**src/rtl/gpio_int_ack_pkg.sv**
```systemverilog
// Shared types and constants for the GPIO interrupt acknowledge engine.
package gpio_int_ack_pkg;

  typedef enum logic [1:0] {
    IDLE   = 2'd0,
    READ   = 2'd1,
    ACK    = 2'd2,
    SETTLE = 2'd3
  } fsmState_t;

  localparam int NUM_BITS  = 16;
  localparam int BIT_IDX_W = 4;

  // GPIO register map
  localparam logic [2:0] ADDR_DATA = 3'd0;
  localparam logic [2:0] ADDR_DIR  = 3'd1;
  localparam logic [2:0] ADDR_EDGE = 3'd2;
  localparam logic [2:0] ADDR_FILT = 3'd3;

endpackage

```
**src/rtl/gpio_evt_fifo.sv**
```systemverilog
// Small synchronous event FIFO; head data holds the last popped entry while empty.
module gpio_evt_fifo #(
  parameter int DEPTH = 4,
  parameter int WIDTH = 8
) (
  input  logic                     Clk,
  input  logic                     Reset,
  input  logic                     Push,
  input  logic [WIDTH-1:0]         PushData,
  input  logic                     Pop,
  output logic [WIDTH-1:0]         PopData,
  output logic                     Full,
  output logic                     Empty,
  output logic [$clog2(DEPTH):0]   Count
);

  localparam int AW = $clog2(DEPTH);
  localparam int CW = AW + 1;

  logic [WIDTH-1:0] mem [DEPTH];
  logic [AW-1:0]    wrPtr, rdPtr, headPtr;
  logic             doPush, doPop;

  assign Full   = (Count == CW'(DEPTH));
  assign Empty  = (Count == '0);
  assign doPop  = Pop && !Empty;
  // A full FIFO still accepts a push when the head leaves in the same cycle.
  assign doPush = Push && (!Full || doPop);

  always_ff @(posedge Clk) begin
    if (Reset) begin
      wrPtr <= '0;
      rdPtr <= '0;
      Count <= '0;
    end else begin
      if (doPush) wrPtr <= wrPtr + AW'(1);
      if (doPop)  rdPtr <= rdPtr + AW'(1);
      case ({doPush, doPop})
        2'b10:   Count <= Count + CW'(1);
        2'b01:   Count <= Count - CW'(1);
        default: Count <= Count;
      endcase
    end
  end

  always_ff @(posedge Clk) begin
    if (doPush) mem[wrPtr] <= PushData;
  end

  assign headPtr = Empty ? rdPtr - AW'(1) : rdPtr;
  assign PopData = mem[headPtr];

endmodule

```
**src/rtl/gpio_int_ack.sv**
```systemverilog
// Services pending GPIO interrupts lowest-bit first: read port, strobe clear, queue a timestamped event.
module gpio_int_ack
  import gpio_int_ack_pkg::*;
#(
  parameter int FIFO_DEPTH = 4,
  parameter int TS_WIDTH   = 16
) (
  input  logic                 Clk,
  input  logic                 Reset,
  input  logic [15:0]          IntStatus,
  output logic [15:0]          IntReset,
  input  logic [15:0]          IrqMask,
  output logic [2:0]           BusAddr,
  output logic                 BusEn,
  output logic                 BusRd,
  input  logic [15:0]          BusDataRd,
  output logic                 EvtValid,
  input  logic                 EvtReady,
  output logic [3:0]           EvtBit,
  output logic [15:0]          EvtPort,
  output logic [TS_WIDTH-1:0]  EvtTime,
  output logic                 Overflow,
  input  logic                 OverflowClr
);

  typedef struct packed {
    logic [BIT_IDX_W-1:0] bitIdx;
    logic [NUM_BITS-1:0]  port;
    logic [TS_WIDTH-1:0]  ts;
  } evt_t;

  localparam int EVT_W = $bits(evt_t);
  localparam int CNT_W = $clog2(FIFO_DEPTH) + 1;

  fsmState_t            state, stateNxt;
  logic [NUM_BITS-1:0]  pend, pendLow, sel;
  logic [BIT_IDX_W-1:0] selIdx;
  logic [NUM_BITS-1:0]  snapPort;
  logic [TS_WIDTH-1:0]  snapTs, tsCnt;
  logic                 push, popFire, fifoFull, fifoEmpty;
  logic [CNT_W-1:0]     fifoCount;
  evt_t                 pushEvt, headEvt;

  // Isolate the lowest pending bit: x & -x.
  assign pend    = IntStatus & IrqMask;
  assign pendLow = pend & (~pend + 16'd1);

  always_comb begin
    selIdx = '0;
    for (int i = 0; i < NUM_BITS; i++)
      if (sel[i]) selIdx = selIdx | BIT_IDX_W'(i);
  end

  always_ff @(posedge Clk) begin
    if (Reset) begin
      state <= IDLE;
      sel   <= '0;
      tsCnt <= '0;
    end else begin
      state <= stateNxt;
      tsCnt <= tsCnt + TS_WIDTH'(1);
      if (state == IDLE && pend != '0) sel <= pendLow;
    end
  end

  // Snapshot registers carry no reset; they are always written before use.
  always_ff @(posedge Clk) begin
    if (state == READ) begin
      snapPort <= BusDataRd;
      snapTs   <= tsCnt;
    end
  end

  always_comb begin
    stateNxt = state;
    BusEn    = 1'b0;
    BusRd    = 1'b0;
    BusAddr  = ADDR_DATA;
    IntReset = '0;
    push     = 1'b0;
    case (state)
      IDLE:   if (pend != '0) stateNxt = READ;
      READ: begin
        BusEn    = 1'b1;
        BusRd    = 1'b1;
        BusAddr  = ADDR_DATA;
        stateNxt = ACK;
      end
      ACK: begin
        IntReset = sel;
        push     = 1'b1;
        stateNxt = SETTLE;
      end
      SETTLE: stateNxt = IDLE;
      default: stateNxt = IDLE;
    endcase
  end

  assign popFire = EvtReady && !fifoEmpty;

  // Set beats clear so a drop coinciding with OverflowClr is never lost.
  always_ff @(posedge Clk) begin
    if (Reset)                            Overflow <= 1'b0;
    else if (push && fifoFull && !popFire) Overflow <= 1'b1;
    else if (OverflowClr)                 Overflow <= 1'b0;
  end

  assign pushEvt = '{bitIdx: selIdx, port: snapPort, ts: snapTs};

  gpio_evt_fifo #(
    .DEPTH (FIFO_DEPTH),
    .WIDTH (EVT_W)
  ) uFifo (
    .Clk      (Clk),
    .Reset    (Reset),
    .Push     (push),
    .PushData (pushEvt),
    .Pop      (EvtReady),
    .PopData  (headEvt),
    .Full     (fifoFull),
    .Empty    (fifoEmpty),
    .Count    (fifoCount)
  );

  assign EvtValid = !fifoEmpty;
  assign EvtBit   = headEvt.bitIdx;
  assign EvtPort  = headEvt.port;
  assign EvtTime  = headEvt.ts;

  assert property (@(posedge Clk) disable iff (Reset) fifoCount <= CNT_W'(FIFO_DEPTH));

endmodule

```
**config.mk**
```make
export PLATFORM = sky130hd
export DESIGN_NAME = gpio_int_ack
export DESIGN_NICKNAME = d
export VERILOG_FILES = /design/src/rtl/gpio_int_ack_pkg.sv /design/src/rtl/gpio_evt_fifo.sv /design/src/rtl/gpio_int_ack.sv
export SDC_FILE = /design/constraint.sdc
export NUM_CORES = 1
export LEC_CHECK = 0
export CAP_MARGIN = 20
export CORE_UTILIZATION = 40
export DETAILED_ROUTE_END_ITERATION = 8
export GPL_TIMING_DRIVEN = 0
export PLACE_DENSITY = 0.58
export SETUP_SLACK_MARGIN = 0.02
export SYNTH_ARGS = -nofsm -noshare
export SYNTH_HDL_FRONTEND = slang
export SYNTH_SLANG_ARGS = --single-unit
export TNS_END_PERCENT = 20
```
**constraint.sdc**
```tcl
create_clock -name Clk -period 5.7 [get_ports Clk]
set_input_delay 1.14 -clock Clk [delete_from_list [all_inputs] [get_ports Clk]]
set_output_delay 1.14 -clock Clk [all_outputs]
set_load 0.05 [all_outputs]
```
==> metrics.md, run 1 <==
| Metric | Value |
|---|---|
| Status | finished, final reports clean |
| Core ar. | 20,500 um2 |
| Die area | 21,700 um2 |
| Worst Path Arrival | 3400 ps |
| Mapped Avg Cell Area | 17.5 um2 |
| Mux cell area share after synthesis | 0.102 |
| Final wirelength | 16,400 um |
| Clock Latency Late Sink | 480 ps |
| Largest family of logic cells by synthesized area | multiplexers |
| Area of the multi-input gates | 2210 um2 |
| Share of the synthesized area in the top cell type | 0.624 |
| Synth-to-layout area growth | 26.2% |
| Synth Area in Compound Gates | 0.0393 |
| Initial antenna violation count | 0 |
| Io pins | 111 |
| Most Crowded Layer GR | met2 |
| CTS Buf Count | 22 |
| Iter 0 DRT Violations | 238 |
| Cell taking the most area after synthesis | edfxtp_1 |
| GRT Util Overall | 0.152 |
| Yosys warns | 0 |
| Setup violations, final | 0 |
| Flops & latches, synth | 218 |
| Register area | 6130 um2 |
| FP Rows | 52 |
| RSZ-0062 raised after global routing | no |
| # port buffers | 107 |
| Die Width | 147 um |
| Peak Freq | 0.220 GHz |
| CP Capture Type | output port |
| Largest net degree at the start of global routing | 29 |
| Fill count | 1,662 |
| Required @ worst endpoint | 4560 ps |
| Mapped cell area | 8460 um2 |
| Final-report hold violation count | 0 |
| DRC | 0 |
| Crit-path max FO | 10 |
| Detailed placement HPWL | 10,700 um |
| Tcrit/Tclk final | 0.796 |
| Adder-Cell Fraction of Synth Area | 0.0157 |
| Routability cong. | 0.838 |
| Clk buf depth | 3 |
| Cts repair resizes | 0 |
| Antenna Cells | 0 |
| Synth Area in XOR/XNOR | 0.0176 |
| Fraction of registers with async set/reset | 0 |
| Clock Pin Slew Worst Setup and Hold Paths | 60 ps |
| Synth Area in Simple Gates | 0.0843 |
| Vias/cell | 5.13 |
| Critical path class | reg -> out |
| Synth unique cells | 55 |
| Drt first pass iters | 4 |
| Worst slew pin tran | 859 ps |
| Share of post-route cells with drive strength above 1 | 0.160 |
| Clock Skew | 6.81 ps |
| Vias in the first global route | 4,770 |
| Routed Antenna Nets | 0 |
| Root Driver | clkbuf_16 |
| Grt total ovfl | 0 |
| GR Layer Usage met2 | 0.263 |
| Seq/Total Area, Yosys | 0.724 |
| Main synth FF type | edfxtp_1 |
| Htree depth | 1 |
| CTS Hold Bufs | 0 |
| Met3 Track Usage GR | 0.0287 |
| Fin. max-slew vios | 0 |
| Post-synth EDFFs | 176 |
| Total Neg Setup Slack | 0 ps |
| Final core occ | 0.521 |
| WL per Instance | 18.0 um |
| Maxcap violations | 0 |
| Via count | 4,655 |
| Post-CTS setup buffer count | 0 |
| Hold WC Path Type | reg -> reg |
| Mapped Cells | 484 |
| Synth area leaders | edfxtp_1, dfxtp_1, mux4_2 |
| GRT met1 Usage | 0.197 |
| Initial Util | 0.413 |
| # clock sinks | 218 |
| CTS tree | built |
| First-pass GRT wire length | 25,300 um |
| Final #Nets | 684 |
| Final min period | 4540 ps |
| Crit start category | flip-flop |
| Die height | 147 um |
| Worst slew margin | 0.419 |
==> cell usage in the layout, fill, tap and decap left out, drive strengths merged, types with 9 or more instances in the layout <==
cell type | netlist | final
mux4 | 36 | 36
dfxtp | 42 | 42
nand3 | 12 | 12
nor2 | 25 | 25
buf | 14 | 19
and2 | 22 | 22
o2bb2ai | 10 | 10
clkbuf | 5 | 35
edfxtp | 176 | 176
clkdlybuf4s50 | 0 | 107
inv | 9 | 9
ha | 9 | 9
nand2 | 21 | 21
==> layer usage <==
layer,vias to the layer above,wire length [um]
li1,2176,-
met3,13,817
met1,2313,7280
met5,-,0
met4,0,189
met2,153,8090
==> cells in the mapped netlist (all sizes together) (4+ instances only) <==
master     n
a21oi      8
a222oi     4
and2      22
and3       6
buf       14
clkbuf     5
dfxtp     42
edfxtp   176
ha         9
inv        9
mux4      36
nand2     21
nand2b     8
nand3     12
nand4      8
nor2      25
nor2b      5
nor4       8
o2bb2ai   10
xnor2      7
xor2       7
==> state kept, by name, summed over array words and instances, names as in the netlist <==
signal	count
uFifo.mem	144
sel	16
snapPort	16
snapTs	16
tsCnt	16
uFifo.Count	3
state	2
uFifo.rdPtr	2
uFifo.wrPtr	2
Overflow	1
==> worst max-delay path, stage by stage, from the launching register on <==
cell and delay, ps:
dfxtp_1 340, or3_1 360, buf_2 180, xor2_4 420, buf_4 340, mux4_2 530
clkdlybuf4s50_1 750
==> per-stage QoR <==
| stage | instance area [um2] | hold slack (ps) | setup slack (ps) | std cells |
|---|---|---|---|---|
| 2_1_floorplan | 8470 | 432 | 2360 | 486 |
| 3_3_place_gp | 9880 | 466 | 1360 | 863 |
| 3_5_place_dp | 9990 | 469 | 1610 | 868 |
| 4_1_cts | 10700 | 488 | 1070 | 908 |
| 5_1_grt | 10700 | 494 | 959 | 908 |
| 6_report | 10700 | 484 | 1160 | 908 |
==> cell type report <==
| cell class | count | share of cell area |
|---|---|---|
| sequential | 218 | 0.573 |
| clock buffer | 30 | 0.0582 |
| clock inverter | 10 | 0.00691 |
| timing repair buffer | 112 | 0.110 |
| multi-input combinational | 240 | 0.207 |
| buffer | 19 | 0.0103 |
| inverter | 9 | 0.00316 |
| tap | 270 | 0.0316 |
==> logic make-up (layout without fill, tap and decap cells) <==
kind of cell | count (synthesis) | after routing
xor+xnor | 14 | 14
simple gates | 131 | 131
buf+inv | 28 | 180
compound gates | 41 | 41
other cells | 1 | 3
fa+ha+maj | 10 | 10
flops | 218 | 218
mux | 41 | 41
==> final timing paths <==
check / from / endpoint / slack [ps] / cells after the start
hold reg to reg: tsCnt[0] / tsCnt[0] / 480 / 1
setup / recovery: uFifo.Count[0] / EvtTime[6] / 1160 / 6
setup reg to reg: state[0] / uFifo.mem[3][22] / 3130 / 6
hold / removal: tsCnt[0] / tsCnt[0] / 480 / 1
Power of run 1 is left out: the tool's default activity adds up to more than one toggle a clock period on the data nets, which glitch-free logic cannot reach.
==> run 2: changes to the inputs <==
==> constraint.sdc (replaced) <==
create_clock -name Clk -period 4.4 [get_ports Clk]
set_input_delay 0.88 -clock Clk [delete_from_list [all_inputs] [get_ports Clk]]
set_output_delay 0.88 -clock Clk [all_outputs]
set_load 0.05 [all_outputs]
==> run 2 against run 1 <==
Against the previous run: critical path depth increased by 1; global-route usage did not move; non-clock buffer count is 3 higher; core utilization is 0.11 points higher; sequential share of layout area shrank 0.12 points; flip-flop and latch count unchanged; count of clock-buffer cells in the layout stayed put.
==> metrics.md, run 2 (same netlist as run 1, synthesis figures left out) <==
| Metric | Value |
|---|---|
| Htree depth | 1 |
| CP Capture Type | output port |
| Worst slew margin | 0.416 |
| Die area | 21,700 um2 |
| DRT met1 WL | 7300 um |
| Biggest register | uFifo.mem |
| GRT Util Overall | 0.152 |
| # clock sinks | 218 |
| Maxcap violations | 0 |
| Max stage delay on crit path | 750 ps |
| CP delay by family, top | buffers and inverters |
| Final-report hold violation count | 0 |
| Cts repair resizes | 0 |
| Setup violations, final | 0 |
| Clock Pin Slew Worst Setup and Hold Paths | 60 ps |
| Worst reg2reg path startpoint | state[0] |
| Synth-to-layout area growth | 26.5% |
| Area of the multi-input gates | 2210 um2 |
| Routed Antenna Nets | 0 |
| Fin. max-slew vios | 0 |
| Vias in the first global route | 4,770 |
| Die height | 147 um |
| Required @ worst endpoint | 3520 ps |
| CTS Buf Count | 22 |
| Core ar. | 20,500 um2 |
| Detailed placement HPWL | 10,700 um |
| FP Rows | 52 |
| Crit start category | flip-flop |
| Tcrit/Tclk final | 0.960 |
| Area after DPL | 9990 um2 |
| Clock Skew | 7.21 ps |
| Met2 Routed Length | 8080 um |
| Hold WC Path Type | reg -> reg |
| Antenna Cells | 0 |
| Met3 wire length | 792 um |
| Via count | 4,627 |
| CTS tree | built |
| First-pass GRT wire length | 25,300 um |
| Share of post-route cells with drive strength above 1 | 0.164 |
| Fin cells | 911 |
| DRC | 0 |
| Status | finished, final reports clean |
| Vias/cell | 5.08 |
| Fin Hold WS | 484 ps |
| RSZ-0062 raised after global routing | no |
| Largest net degree at the start of global routing | 29 |
| Layout Cell Area excl Fill | 10,700 um2 |
| Critical path's most frequent cell | buf_2 |
| Fill count | 1,660 |
| Clock Latency Late Sink | 490 ps |
| Worst setup path start | uFifo.Count[0] |
| Iter 0 DRT Violations | 286 |
| Crit-path max FO | 10 |
| Total Neg Setup Slack | 0 ps |
| Worst path cell trace | or3_1 > buf_2 > nor2_1 > xnor2_2 > buf_2 > mux4_2 > clkdlybuf4s50_1 |
| Register area | 6130 um2 |
| Grt total ovfl | 0 |
| Root Driver | clkbuf_16 |
| Critical path class | reg -> out |
| Uppermost layer routed | met4 |
| Final #Nets | 687 |
| Drt first pass iters | 4 |
| Hold wc startpoint | tsCnt[0] |
| Placed Cells | 868 |
| Buf/Inv on CP | 3 |
| Commonest non-fill, non-tap cell in the layout | edfxtp_1 |
| Clk buf depth | 3 |
| Peak Freq | 0.237 GHz |
| Crit-path slowest cell | clkdlybuf4s50_1 |
| Worst Path Arrival | 3340 ps |
| WL per Instance | 18.0 um |
| Final wirelength | 16,400 um |
| Die Width | 147 um |
| Io pins | 111 |
| Routability cong. | 0.838 |
| # port buffers | 107 |
| Initial antenna violation count | 0 |
| Final min period | 4220 ps |
| Max reg flops | 144 |
| Initial Util | 0.413 |
| Commonest cells after routing, fill and taps aside | edfxtp_1, clkdlybuf4s50_1, dfxtp_1, mux4_2, nor2_1 |
| Worst slew pin tran | 864 ps |
[run 2: cell types whose count changed in the layout (fill, tap and decap cells not counted), sizes merged]
cell  before  now
buf       19   22
[run 2: what timing repair did]
item	in CTS	in global routing
buffers inserted	0	3
hold buffers	0	0
setup endpoints to repair	0	30
[run 2: stage by stage]
| stage | util | setup slack (ps) |
|---|---|---|
| detailed placement | 0.487 | 569 |
| CTS | 0.521 | 34.7 |
| global placement | 0.482 | 324 |
| floorplan | - | 1320 |
| global route | 0.522 | 45.1 |
| finish | 0.522 | 178 |
[run 2: path summary, 6_finish.rpt]
| path | to | slack (ps) | cells past startpoint |
|---|---|---|---|
| setup / recovery | EvtTime[6] | 180 | 7 |
| hold / removal | tsCnt[0] | 480 | 1 |
| setup reg to reg | uFifo.mem[2][22] | 1840 | 6 |
| hold reg to reg | tsCnt[0] | 480 | 1 |
[run 2: layer usage]
layer / vias to the layer above / track usage
li1: 2181 / -
met1: 2289 / 0.197
met2: 143 / 0.263
met3: 14 / 0.0287
met4: 0 / 0.0345
met5: - / 0
[run 2: final cells by class]
class,instances,area share
multi-input combinational,240,0.206
clock buffer,30,0.0581
sequential,218,0.572
clock inverter,10,0.00689
buffer,19,0.0103
inverter,9,0.00316
tap,270,0.0316
timing repair buffer,115,0.111
Power of run 2 is left out for the same reason.
